<file path="config.mk">
export PLATFORM = sky130hd
export DESIGN_NAME = alu_arbiter
export DESIGN_NICKNAME = d
export VERILOG_FILES = /design/src/rtl/alu_arbiter.sv
export SDC_FILE = /design/constraint.sdc
export NUM_CORES = 1
export LEC_CHECK = 0
export ABC_AREA = 0
export BUFFER_PORTS_ARGS = -buffer_cell sky130_fd_sc_hd__buf_2
export CORE_AREA = 2 2 133 135
export CTS_BUF_LIST = sky130_fd_sc_hd__clkbuf_16
export DETAILED_ROUTE_END_ITERATION = 8
export DIE_AREA = 0 0 135 137
export PLACE_DENSITY = 0.72
export SYNTH_ARGS = -nofsm -noshare
export SYNTH_HDL_FRONTEND = slang
export SYNTH_SLANG_ARGS = --single-unit
export TNS_END_PERCENT = 100
</file>
<file path="constraint.sdc">
create_clock -name clk -period 1.48 [get_ports clk]
set_input_delay 0.296 -clock clk [delete_from_list [all_inputs] [get_ports clk]]
set_output_delay 0.296 -clock clk [all_outputs]
set_load 0.005 [all_outputs]
</file>
<file path="src/rtl/alu_arbiter.sv">
// Two-requester round-robin front end for a shared combinational ALU.
// One command in flight at a time: IDLE grants, EXEC samples the ALU, RESP holds the result.
module alu_arbiter (
    input  logic        clk,
    input  logic        reset,
    input  logic        req0_valid_i,
    input  logic [88:0] req0_cmd_i,
    output logic        req0_ready_o,
    input  logic        req1_valid_i,
    input  logic [88:0] req1_cmd_i,
    output logic        req1_ready_o,
    output logic [3:0]  alu_operation_o,
    output logic [31:0] alu_a_o,
    output logic [31:0] alu_b_o,
    output logic [4:0]  alu_shamt_o,
    output logic [15:0] alu_imm_o,
    input  logic [31:0] alu_data_i,
    input  logic        alu_zero_i,
    output logic        rsp_valid_o,
    output logic        rsp_id_o,
    output logic [31:0] rsp_data_o,
    output logic        rsp_zero_o,
    input  logic        rsp_ready_i
);

    typedef enum logic [1:0] {
        IDLE,
        EXEC,
        RESP
    } state_t;

    state_t      state_q;
    state_t      state_next;
    logic [88:0] cmd_q;
    logic        cmd_id_q;
    logic        prio_q;
    logic [31:0] rsp_data_q;
    logic        rsp_zero_q;
    logic        grant;
    logic        grant_id;

    // Grant is suppressed while reset is high so no requester sees a spurious accept.
    always_comb begin
        state_next = state_q;
        grant      = 1'b0;
        grant_id   = 1'b0;
        case (state_q)
            IDLE: begin
                if (!reset && (req0_valid_i || req1_valid_i)) begin
                    grant      = 1'b1;
                    grant_id   = (req0_valid_i && req1_valid_i) ? prio_q : req1_valid_i;
                    state_next = EXEC;
                end
            end
            EXEC: state_next = RESP;
            RESP: begin
                if (rsp_ready_i) begin
                    state_next = IDLE;
                end
            end
            default: state_next = IDLE;
        endcase
    end

    assign req0_ready_o = grant & ~grant_id;
    assign req1_ready_o = grant & grant_id;

    always_ff @(posedge clk) begin
        if (reset) begin
            state_q    <= IDLE;
            prio_q     <= 1'b0;
            cmd_q      <= '0;
            cmd_id_q   <= 1'b0;
            rsp_data_q <= '0;
            rsp_zero_q <= 1'b0;
        end else begin
            state_q <= state_next;
            if (grant) begin
                cmd_q    <= grant_id ? req1_cmd_i : req0_cmd_i;
                cmd_id_q <= grant_id;
            end
            if (state_q == EXEC) begin
                rsp_data_q <= alu_data_i;
                rsp_zero_q <= alu_zero_i;
            end
            // Pointer favours the requester that was not just served.
            if (state_q == RESP && rsp_ready_i) begin
                prio_q <= ~cmd_id_q;
            end
        end
    end

    assign alu_operation_o = cmd_q[88:85];
    assign alu_shamt_o     = cmd_q[84:80];
    assign alu_imm_o       = cmd_q[79:64];
    assign alu_a_o         = cmd_q[63:32];
    assign alu_b_o         = cmd_q[31:0];

    assign rsp_valid_o = (state_q == RESP);
    assign rsp_id_o    = cmd_id_q;
    assign rsp_data_o  = rsp_data_q;
    assign rsp_zero_o  = rsp_zero_q;

endmodule

</file>
Word-level counts from Yosys, hierarchy flattened
Cells that the tools add are included.

Eq/ne operators: 4. Muxes and demuxes: 9. Bitwise gates (word level): 4. Reductions and logical operators: 7.

Operators with widths (number): $mux 89 (1); $pmux 2 s3 (1); $mux 1 (5); $mux 2 (2); $logic_and 1x1->1 (3); $and 1x1->1 (2); $eq 2x1->1 const B (1); $eq 2x2->1 const B (1); $logic_not 2->1 (1); $ne 2x1->1 const B (1); $ne 2x2->1 const B (1); $not 1->1 (2); $reduce_and 2->1 (1); $logic_not 1->1 (1); $logic_or 1x1->1 (1).

Register bits: 126. Output and inout port bits: 126. Word-level logic and storage cells: 30.

Longest topological paths before layout
Gate-level depths: netlist of run 1.

Word-level depth: 6. Mapped depth: 6. Gate-level depth less buffers: 3.

Worst setup path before layout of run 1
Ideal clock, no wire load.

Kind: input port to output port. From: in req1_valid_i. To: out req0_ready_o. Arrival: 1.228 ns. Data required time: 1.184 ns. Setup slack: -0.044 ns. Stages on the path: 6. Path buffers: 3. Cells stage by stage: or2_1 > buf_6 > and2_4 > buf_12 > buf_12 > and2_1.

Longest elaborated chain between the ends: 6. Elaborated cells between the ends (all ways): 10.

Ends and longest elaborated chain: from (decl) (RTL line 9) `input logic req1_valid_i,`; $logic_and 1x1->1 / $logic_or 1x1->1 (equally long branches) (RTL line 51, 49); $mux 1 / $logic_and 1x1->1 (equally long branches) (RTL line 51, 49); $mux 1 (RTL line 49) `if (!reset && (req0_valid_i || req1_valid_i)) begin`; $mux 1 (RTL line 47) `case (state_q)`; $not 1->1 (RTL line 65) `assign req0_ready_o = grant & ~grant_id;`; $and 1x1->1 (*) (RTL line 65); to (decl) (RTL line 8) `output logic req0_ready_o,`.

Every way passes the cells marked *; elsewhere a longest branch is shown, timed or not.

Worst setup path in the final report of run 1
From: reg state_q[0]. To: out req1_ready_o.

Longest elaborated chain between the ends: 3. Elaborated cells between the ends (all ways): 4.

Ends and longest elaborated chain: from (decl) (RTL line 32) `state_t state_q;`; from (signal assigned) (RTL line 77) `state_q <= state_next;`; $logic_not 2->1 (*) (RTL line 47); $mux 1 (RTL line 47); $and 1x1->1 (*) (RTL line 66) `assign req1_ready_o = grant & grant_id;`; to (decl) (RTL line 11) `output logic req1_ready_o,`.

Marked as above.

==> results of run 1 <==
==> sequential cells by signal, indices dropped and copies added, names as in the netlist <==
signal,cells
cmd_q,89
rsp_data_o,32
state_q,2
prio_q,1
rsp_id_o,1
rsp_zero_o,1
==> repair_timing <==
item                                    CTS  global route
hold buffers                              0             0
endpoints found under the setup margin    4            73
pin swaps                                 4             4
buffers inserted                          7             2
gates cloned                              2             3
gates resized for setup                  10             5
==> routing by layer <==
| metal | vias to the layer above | track usage, % |
|---|---|---|
| met5 | - | 0 |
| met4 | 0 | 5.845 |
| met3 | 18 | 7.037 |
| met2 | 290 | 38.24 |
| met1 | 3165 | 26.85 |
| li1 | 3201 | - |
==> stage by stage <==
stage / hold slack (ns) / setup WS [ns]
2_1_floorplan: 0.4121 / -0.01802
3_3_place_gp: 0.4388 / -0.03006
3_5_place_dp: 0.4452 / -0.09596
4_1_cts: 0.1006 / -0.2287
5_1_grt: 0.09882 / -0.3244
6_report: 0.1137 / -0.2339
==> power breakdown <==
part           switching, mW  leakage, nW  internal (mW)  total [mW]
Combinational           1.23         2.45           1.13        2.35
Sequential             0.155         1.04           3.70        3.85
Clock                   1.61        0.288           2.64        4.25
==> cells by family after synthesis <==
| family | Yosys count |
|---|---|
| compound gates | 305 |
| buf+inv | 93 |
| flops | 126 |
| simple gates | 166 |
==> cells in the mapped netlist <==
cell type / n
nand2b_1: 3
buf_1: 7
or2_1: 1
clkbuf_1: 50
o21ai_0: 89
buf_6: 2
inv_2: 1
a311oi_2: 88
inv_1: 1
a21oi_1: 125
and2_1: 1
nand3b_1: 90
buf_4: 2
nor3_2: 1
buf_2: 20
and2_4: 1
buf_12: 10
dfxtp_1: 126
nor2b_1: 3
nand2_1: 66
a21bo_1: 1
a311oi_1: 2
==> final timing paths <==
check                       from              to  depth (start not counted)
setup reg to reg      state_q[0]       cmd_q[65]                          6
setup / recovery      state_q[0]    req1_ready_o                          5
hold reg to reg   rsp_data_o[29]  rsp_data_o[29]                          2
hold / removal       rsp_ready_i          prio_q                          2
==> layout make-up <==
class | instances | area [um2]
clock inverters | 15 | 172.7
diodes | 3 | 7.507
multi-input cells | 471 | 3441
repair buffers | 379 | 2305
flip-flops and latches | 126 | 2529
fillers | 1561 | 7888
clock buffers | 17 | 425.4
well taps | 225 | 281.5
inverters | 2 | 7.507
==> impl_metrics.yaml, run 1 <==
grt:
  overflow: 0
  grt_use_total_pct: 22.21
  grt_pass1_wl_mm: 32.46
  grt_pass1_vias: 6210
  antenna_found_initial: 2
  grt_max_degree: 83
synth:
  synth_area_per_cell_um2: 9.411
  synth_top_family_by_area: "compound AO/OA/AOI/OAI gates"
  synth_top_area_share_pct: 38.84
  synth_simple_gate_area_share_pct: 15.28
  synth-compound-area-share_pct: 37.26
  synth-xor-area-share_pct: 0
  yosys_warnings: 0
  yosysSeqAreaShare_pct: 38.84
  synth_top_cell_by_area: "dfxtp_1"
  synthDistinctLibCells: 22
  ys_top_cells_by_area: "dfxtp_1 (39%), a311oi_2 (20%), nand3b_1 (10%)"
  synth-seq-cells: 126
  synth_nets: 906
  synth_adder_area_share_pct: 0
  netlist_area_um2: 6494
  synthMuxAreaShare_pct: 0
  synthCells: 690
worst_setup_path:
  cp_top_family: "flip-flops"
  crit_path_max_fanout: 3
  critPathArrivalTime_ns: 1.42
  critPathLaunchType: "register"
  required_ns: 1.18
  worst-r2r-setup-slack_ns: -0.04
  crit_chain: "nor3_4 -> buf_6 -> nand3b_1 -> inv_1 -> buf_2"
  critical_path_class: "reg -> out"
  cp_slowest_stage_delay_ns: 0.35
  slowest_stage: "dfxtp_4"
  crit_buf_inv: 3
  endpoint_kind: "output port"
timing:
  setup_slack_ns: -0.2339
  post-route-min-period_ns: 1.714
  tns_ns: -1.543
  maxSlewHeadroom_pct: 62.43
  setup_viol: 46
  final.period_utilization_pct: 115.8
  fmax_mhz: 583.5
  grt_setup_unrepaired: "yes"
  worst_pin_slew_ns: 0.5635
  skew_ns: 0.008310
  finalMaxSlewViolations: 0
  hold_viol: 0
clocking:
  cts_buffer_depth: 2
  cts-root-buf: "clkbuf_16"
  clk_pin_slew_worst_paths_ns: 0.06
  clkLatencyLatePin_ns: 0.41
  cts_tree: "built"
  cts_max_level: 4
  cts.sinks: 126
  cts_made_buffers: 17
outcome:
  violations: "setup timing"
  status: "finished, violations left"
pwr:
  power.total_mw: 10.46
  power_density_nw_per_um2: 1141
  power_leakage_nw: 3.775
  peakVddDrop_uv: 754.1
finish:
  fin_area_um2: 9169
  final_util_pct: 53.76
  finalNetCount: 1213
  fin_cells: 1238
  syn2layout_area_growth_pct: 41.19
  final_common_cell: "buf_2"
  final_cell_mix: "buf_2 (338), a21oi_1 (125), dfxtp_1 (123)"
  drive_above_1_share_pct: 50.30
floorplanning:
  dieArea_um2: 18500
  initial_core_util_pct: 38.07
  die_y_um: 137
  io-pin-count: 342
  rows: 48
  die_w_um: 135
  core_area_um2: 17060
route:
  firstDrtPassIters: 5
  dr.max_layer_used: "met4"
  wl_met1_mm: 9.243
  route.met3.wl_mm: 1.772
  routedWlPerCell_um: 17.86
  vias: 6674
  drt_iter0_drc: 399
  wl_mm: 22.11
  wl_met2_mm: 10.84
  antenna_left: 0
  routed_via_density: 5.391
  drcViolationCount: 0
placement:
  portBuffers: 341
  gp_congestion: 0.7913
  placed_cell_area_um2: 8310
  place_inst: 1190
  place_hpwl_mm: 14.30
hold_path:
  hold_class: "in -> reg"
run:
  max-cap-violations: 0
No activity file was read; power rests on OpenSTA's default activity.
==> inputs of run 2 (changes only) <==
--- a/config.mk
+++ b/config.mk
@@ -6,12 +6,14 @@
 export NUM_CORES = 1
 export LEC_CHECK = 0
 export ABC_AREA = 0
+export ABC_CLOCK_PERIOD_IN_PS = 1480
 export BUFFER_PORTS_ARGS = -buffer_cell sky130_fd_sc_hd__buf_2
 export CORE_AREA = 2 2 133 135
 export CTS_BUF_LIST = sky130_fd_sc_hd__clkbuf_16
 export DETAILED_ROUTE_END_ITERATION = 8
 export DIE_AREA = 0 0 135 137
 export PLACE_DENSITY = 0.72
+export SLEW_MARGIN = 20
 export SYNTH_ARGS = -nofsm -noshare
 export SYNTH_HDL_FRONTEND = slang
 export SYNTH_SLANG_ARGS = --single-unit
==> constraint.sdc (replaced) <==
create_clock -name clk -period 1.48 [get_ports clk]
set_input_delay 0.296 -clock clk [delete_from_list [all_inputs] [get_ports clk]]
set_output_delay 0.296 -clock clk [all_outputs]
set_load 0.01 [all_outputs]
==> impl_metrics.yaml, run 2 (synthesized netlist as in run 1, its figures left out) <==
outcome:
  status: "finished, violations left"
  violations: "setup timing"
finish:
  largest_register_ffs: 89
  finalNetCount: 1238
  n_antenna_cell: 0
  final_util_pct: 55.74
  final_cell_mix: "buf_2 (337), a21oi_1 (125), dfxtp_1 (123)"
  syn2layout_area_growth_pct: 46.40
  fin_area_um2: 9507
  drive_above_1_share_pct: 51.59
  top_register: "cmd_q"
  final_common_cell: "buf_2"
run:
  max-cap-violations: 0
placement:
  gp_congestion: 0.8218
  placed_cell_area_um2: 8516
  place_hpwl_mm: 15.00
  portBuffers: 341
worst_setup_path:
  critical_path_class: "reg -> out"
  cp_slowest_stage_delay_ns: 0.33
  crit_chain: "nor3_4 -> and2_4 -> and2_4 -> buf_6"
  crit_top_cell: "and2_4"
  critPathLaunchType: "register"
  endpoint_kind: "output port"
  critPathArrivalTime_ns: 1.39
  crit_path_max_fanout: 3
  slowest_stage: "dfxtp_2"
  required_ns: 1.18
timing:
  setup_slack_ns: -0.2081
  hold_viol: 0
  finalMaxSlewViolations: 0
  holdWs_ns: 0.1214
  final.period_utilization_pct: 114.1
  maxSlewHeadroom_pct: 58.12
  setup_viol: 64
  skew_ns: 0.01130
  post-route-min-period_ns: 1.688
  tns_ns: -3.081
  fmax_mhz: 592.4
  worst_pin_slew_ns: 0.6283
  grt_setup_unrepaired: "yes"
route:
  drcViolationCount: 0
  firstDrtPassIters: 4
  drt_iter0_drc: 254
  routedWlPerCell_um: 18.04
  routed_via_density: 5.417
  wl_mm: 22.73
  vias: 6825
  antenna_left: 0
clocking:
  cts_made_buffers: 17
  cts_max_level: 4
  ctsHoldBuffers: 0
  cts.sinks: 126
  cts_buffer_depth: 2
  clkLatencyLatePin_ns: 0.41
  cts-root-buf: "clkbuf_16"
  clk_pin_slew_worst_paths_ns: 0.06
  cts_tree: "built"
grt:
  antenna_found_initial: 0
  grt_use_total_pct: 22.55
  grt_pass1_vias: 6512
  overflow: 0
  grt_max_degree: 57
  grt_pass1_wl_mm: 32.97
pwr:
  power_density_nw_per_um2: 1139
  peakVddDrop_uv: 728.0
  power.total_mw: 10.83
  power_leakage_nw: 3.952
floorplanning:
  die_y_um: 137
  core_area_um2: 17060
  dieArea_um2: 18500
  io-pin-count: 342
  die_w_um: 135
  rows: 48
  initial_core_util_pct: 38.07
hold_path:
  hold_class: "in -> reg"
[run 2: final cells by class]
cell class                 instances  area, um2
clock buffer                      17      425.4
clock inverter                    15      185.2
fill                            1563       7550
inverter                           2      7.507
multi-input combinational        471       3441
sequential                       126       2529
tap                              225      281.5
timing repair buffer             404       2638
[run 2: through the flow]
| step | instances | setup slack [ns] |
|---|---|---|
| final | 1260 | -0.2081 |
| after global routing | 1260 | -0.2735 |
| after CTS | 1252 | -0.2211 |
| after detailed placement | 1209 | -0.1772 |
| after global placement | 1209 | -0.05739 |
| after floorplan | 690 | -0.02659 |
[run 2: worst max-delay path: cells and delay by family, from the launching register on]
| family | cells | cell delay, ns |
|---|---|---|
| simple gates | 3 | 0.57 |
| flops | 1 | 0.33 |
| buf+inv | 1 | 0.09 |
[run 2: worst paths after layout]
kind | startpoint | slack, ns | to | cells past startpoint
min reg2reg | rsp_data_o[5] | 0.45 | rsp_data_o[5] | 2
min | alu_data_i[29] | 0.12 | rsp_data_o[29] | 3
max reg2reg | state_q[0] | -0.15 | cmd_q[0] | 6
max | state_q[0] | -0.21 | req0_ready_o | 4
[run 2: report_power, final]
group	switching (mW)	total, mW	internal, mW	leakage [nW]
Clock	1.68	4.35	2.68	0.290
Sequential	0.159	3.86	3.70	1.04
Combinational	1.37	2.62	1.25	2.62
Total	3.21	10.8	7.62	3.95
[run 2: per-layer routing]
metal | wire, um | vias up | part of all wire [%] | GRT usage [%]
met5 | 0 | - | 0 | 0
met4 | 536 | 0 | 2.4 | 8.160
met3 | 1543 | 38 | 6.8 | 6.185
met2 | 11700 | 283 | 51 | 40.98
met1 | 8956 | 3256 | 39 | 25.23
li1 | - | 3248 | - | -
[run 2: repair_timing]
item | 4_1_cts | 5_1_grt
cloned | 3 | 6
setup buffers | 8 | 3
setup endpoints to repair | 41 | 85
gates resized for setup | 13 | 9
pin swaps | 2 | 4
hold endpoints to repair | 0 | 0
==> inputs of run 3 (changes only) <==
--- a/config.mk
+++ b/config.mk
@@ -13,6 +13,7 @@
 export DETAILED_ROUTE_END_ITERATION = 8
 export DIE_AREA = 0 0 135 137
 export PLACE_DENSITY = 0.72
+export REMOVE_ABC_BUFFERS = 1
 export SLEW_MARGIN = 20
 export SYNTH_ARGS = -nofsm -noshare
 export SYNTH_HDL_FRONTEND = slang
==> impl_metrics.yaml, run 3 (synthesized netlist as in run 1, its figures left out) <==
pwr:
  internal_power_mw: 7.952
  power_density_nw_per_um2: 1121
  power_leakage_nw: 4.145
  p_sw_share_pct: 29.10
  power.share.clock_pct: 39.5
  pwr-share-comb_pct: 25.9
  peakVddDrop_uv: 756.4
  p_seq_share_pct: 34.5
  power.total_mw: 11.21
  switchingPower_mw: 3.263
grt:
  grt_pass1_vias: 6438
  overflow: 0
  antenna_found_initial: 0
  grt_max_degree: 64
  grt_use_total_pct: 22.83
  grt_pass1_wl_mm: 33.18
finish:
  nFillCells: 1484
  top_register: "cmd_q"
  n_antenna_cell: 0
  syn2layout_area_growth_pct: 54.07
  final_common_cell: "buf_2"
  drive_above_1_share_pct: 54.37
  finalNetCount: 1255
  final_cell_mix: "buf_2 (337), dfxtp_1 (123), a21oi_1 (103)"
  largest_register_ffs: 89
route:
  wl_mm: 23.77
  routedWlPerCell_um: 18.62
  routed_via_density: 5.389
  antenna_left: 0
  vias: 6882
  drcViolationCount: 0
  firstDrtPassIters: 5
  drt_iter0_drc: 318
timing:
  tns_ns: -5.324
  hold_viol: 0
  maxSlewHeadroom_pct: 53.05
  setup_slack_ns: -0.2592
  fmax_mhz: 575.0
  post-route-min-period_ns: 1.739
  final.period_utilization_pct: 117.5
  setup_viol: 77
  grt_setup_unrepaired: "yes"
  worst_pin_slew_ns: 0.7043
  skew_ns: 0.008930
  finalMaxSlewViolations: 0
clocking:
  cts_tree: "built"
  cts_max_level: 4
  cts-root-buf: "clkbuf_16"
  cts_made_buffers: 17
  clk_pin_slew_worst_paths_ns: 0.06
  clkLatencyLatePin_ns: 0.41
  cts_buffer_depth: 2
  cts.sinks: 126
worst_setup_path:
  worst-r2r-setup-slack_ns: -0.09
  crit_top_cell: "and2_4"
  critical_path_class: "reg -> out"
  slowest_stage: "dfxtp_2"
  crit_chain: "nor3_4 -> and2_4 -> and2_4 -> buf_6"
  cp_slowest_stage_delay_ns: 0.34
  critPathLaunchType: "register"
  crit_path_max_fanout: 3
  cp_top_family: "simple AND/OR/NAND/NOR gates"
  crit_buf_inv: 1
  critPathArrivalTime_ns: 1.44
  endpoint_kind: "output port"
  required_ns: 1.18
floorplanning:
  core_area_um2: 17060
  die_w_um: 135
  rows: 48
  io-pin-count: 342
  dieArea_um2: 18500
  die_y_um: 137
  initial_core_util_pct: 38.07
outcome:
  violations: "setup timing"
  status: "finished, violations left"
hold_path:
  hold_class: "in -> reg"
placement:
  place_hpwl_mm: 15.07
  pre_cts_ws_ns: -0.1950
  gp_congestion: 0.8121
  portBuffers: 341
run:
  max-cap-violations: 0
-- run 3: changes by cell type in the layout (fill, tap and decap cells not counted), sizes merged --
cell | before | now
clkbuf | 22 | 30
clkinv | 4 | 5
bufinv | 3 | 4
buf | 397 | 407
inv | 7 | 4
bufbuf | 2 | 1
clkinvlp | 3 | 4
-- run 3: final timing paths --
| check | end | startpoint | cells after the start |
|---|---|---|---|
| max | req0_ready_o | state_q[0] | 4 |
| min | rsp_data_o[0] | alu_data_i[0] | 3 |
| max reg2reg | cmd_q[76] | state_q[0] | 7 |
| min reg2reg | rsp_data_o[19] | rsp_data_o[19] | 2 |
-- run 3: worst register-to-register path, stage by stage, from the launching register on --
cell	delay, ns
dfxtp_2	0.34
nor3_4	0.24
and2_4	0.22
buf_4	0.12
buf_12	0.13
buf_16	0.14
clkbuf_16	0.16
a311oi_2	0.09
-- run 3: power by group through the flow --
stage	registers [mW]	clock network (mW)	logic (mW)
after global routing	3.90	4.66	3.12
final	3.87	4.43	2.91
after global placement	3.92	0	2.37
after floorplan	4.06	0	1.07
after detailed placement	3.92	0	2.41
after CTS	3.86	4.51	2.53
-- run 3: final cells by class --
type	count	area [um2]	share of cell area, %
clock buffer	17	425.4	4.252
timing repair buffer	421	3002	30.00
clock inverter	15	193.9	1.938
sequential	126	2526	25.25
inverter	2	7.507	0.07504
multi-input combinational	471	3568	35.67
tap	225	281.5	2.814
-- run 3: through the flow --
step	hold slack, ns	cells	cell area [um2]	util (%)
after detailed placement	0.4453	1213	8531	50.01
final	0.1261	1277	10000	58.66
after global placement	0.4383	1213	8531	50.01
after global routing	0.1110	1277	10000	58.66
after CTS	0.1027	1256	9360	54.88
after floorplan	0.3639	599	5942	-
-- run 3: per-layer routing --
metal	track usage (%)	share of wire, %	up-vias
met2	39.40	49	312
li1	-	-	3296
met5	0	0	-
met1	26.69	41	3246
met4	8.623	2.1	0
met3	6.926	7.9	28
-- run 3: repair_timing --
action                                  CTS  global route
endpoints found under the setup margin   15            93
pin swaps                                 3            54
hold buffers                              0             0
buffers inserted                          8             8
resized for setup                        15            60
cloned                                    3            14
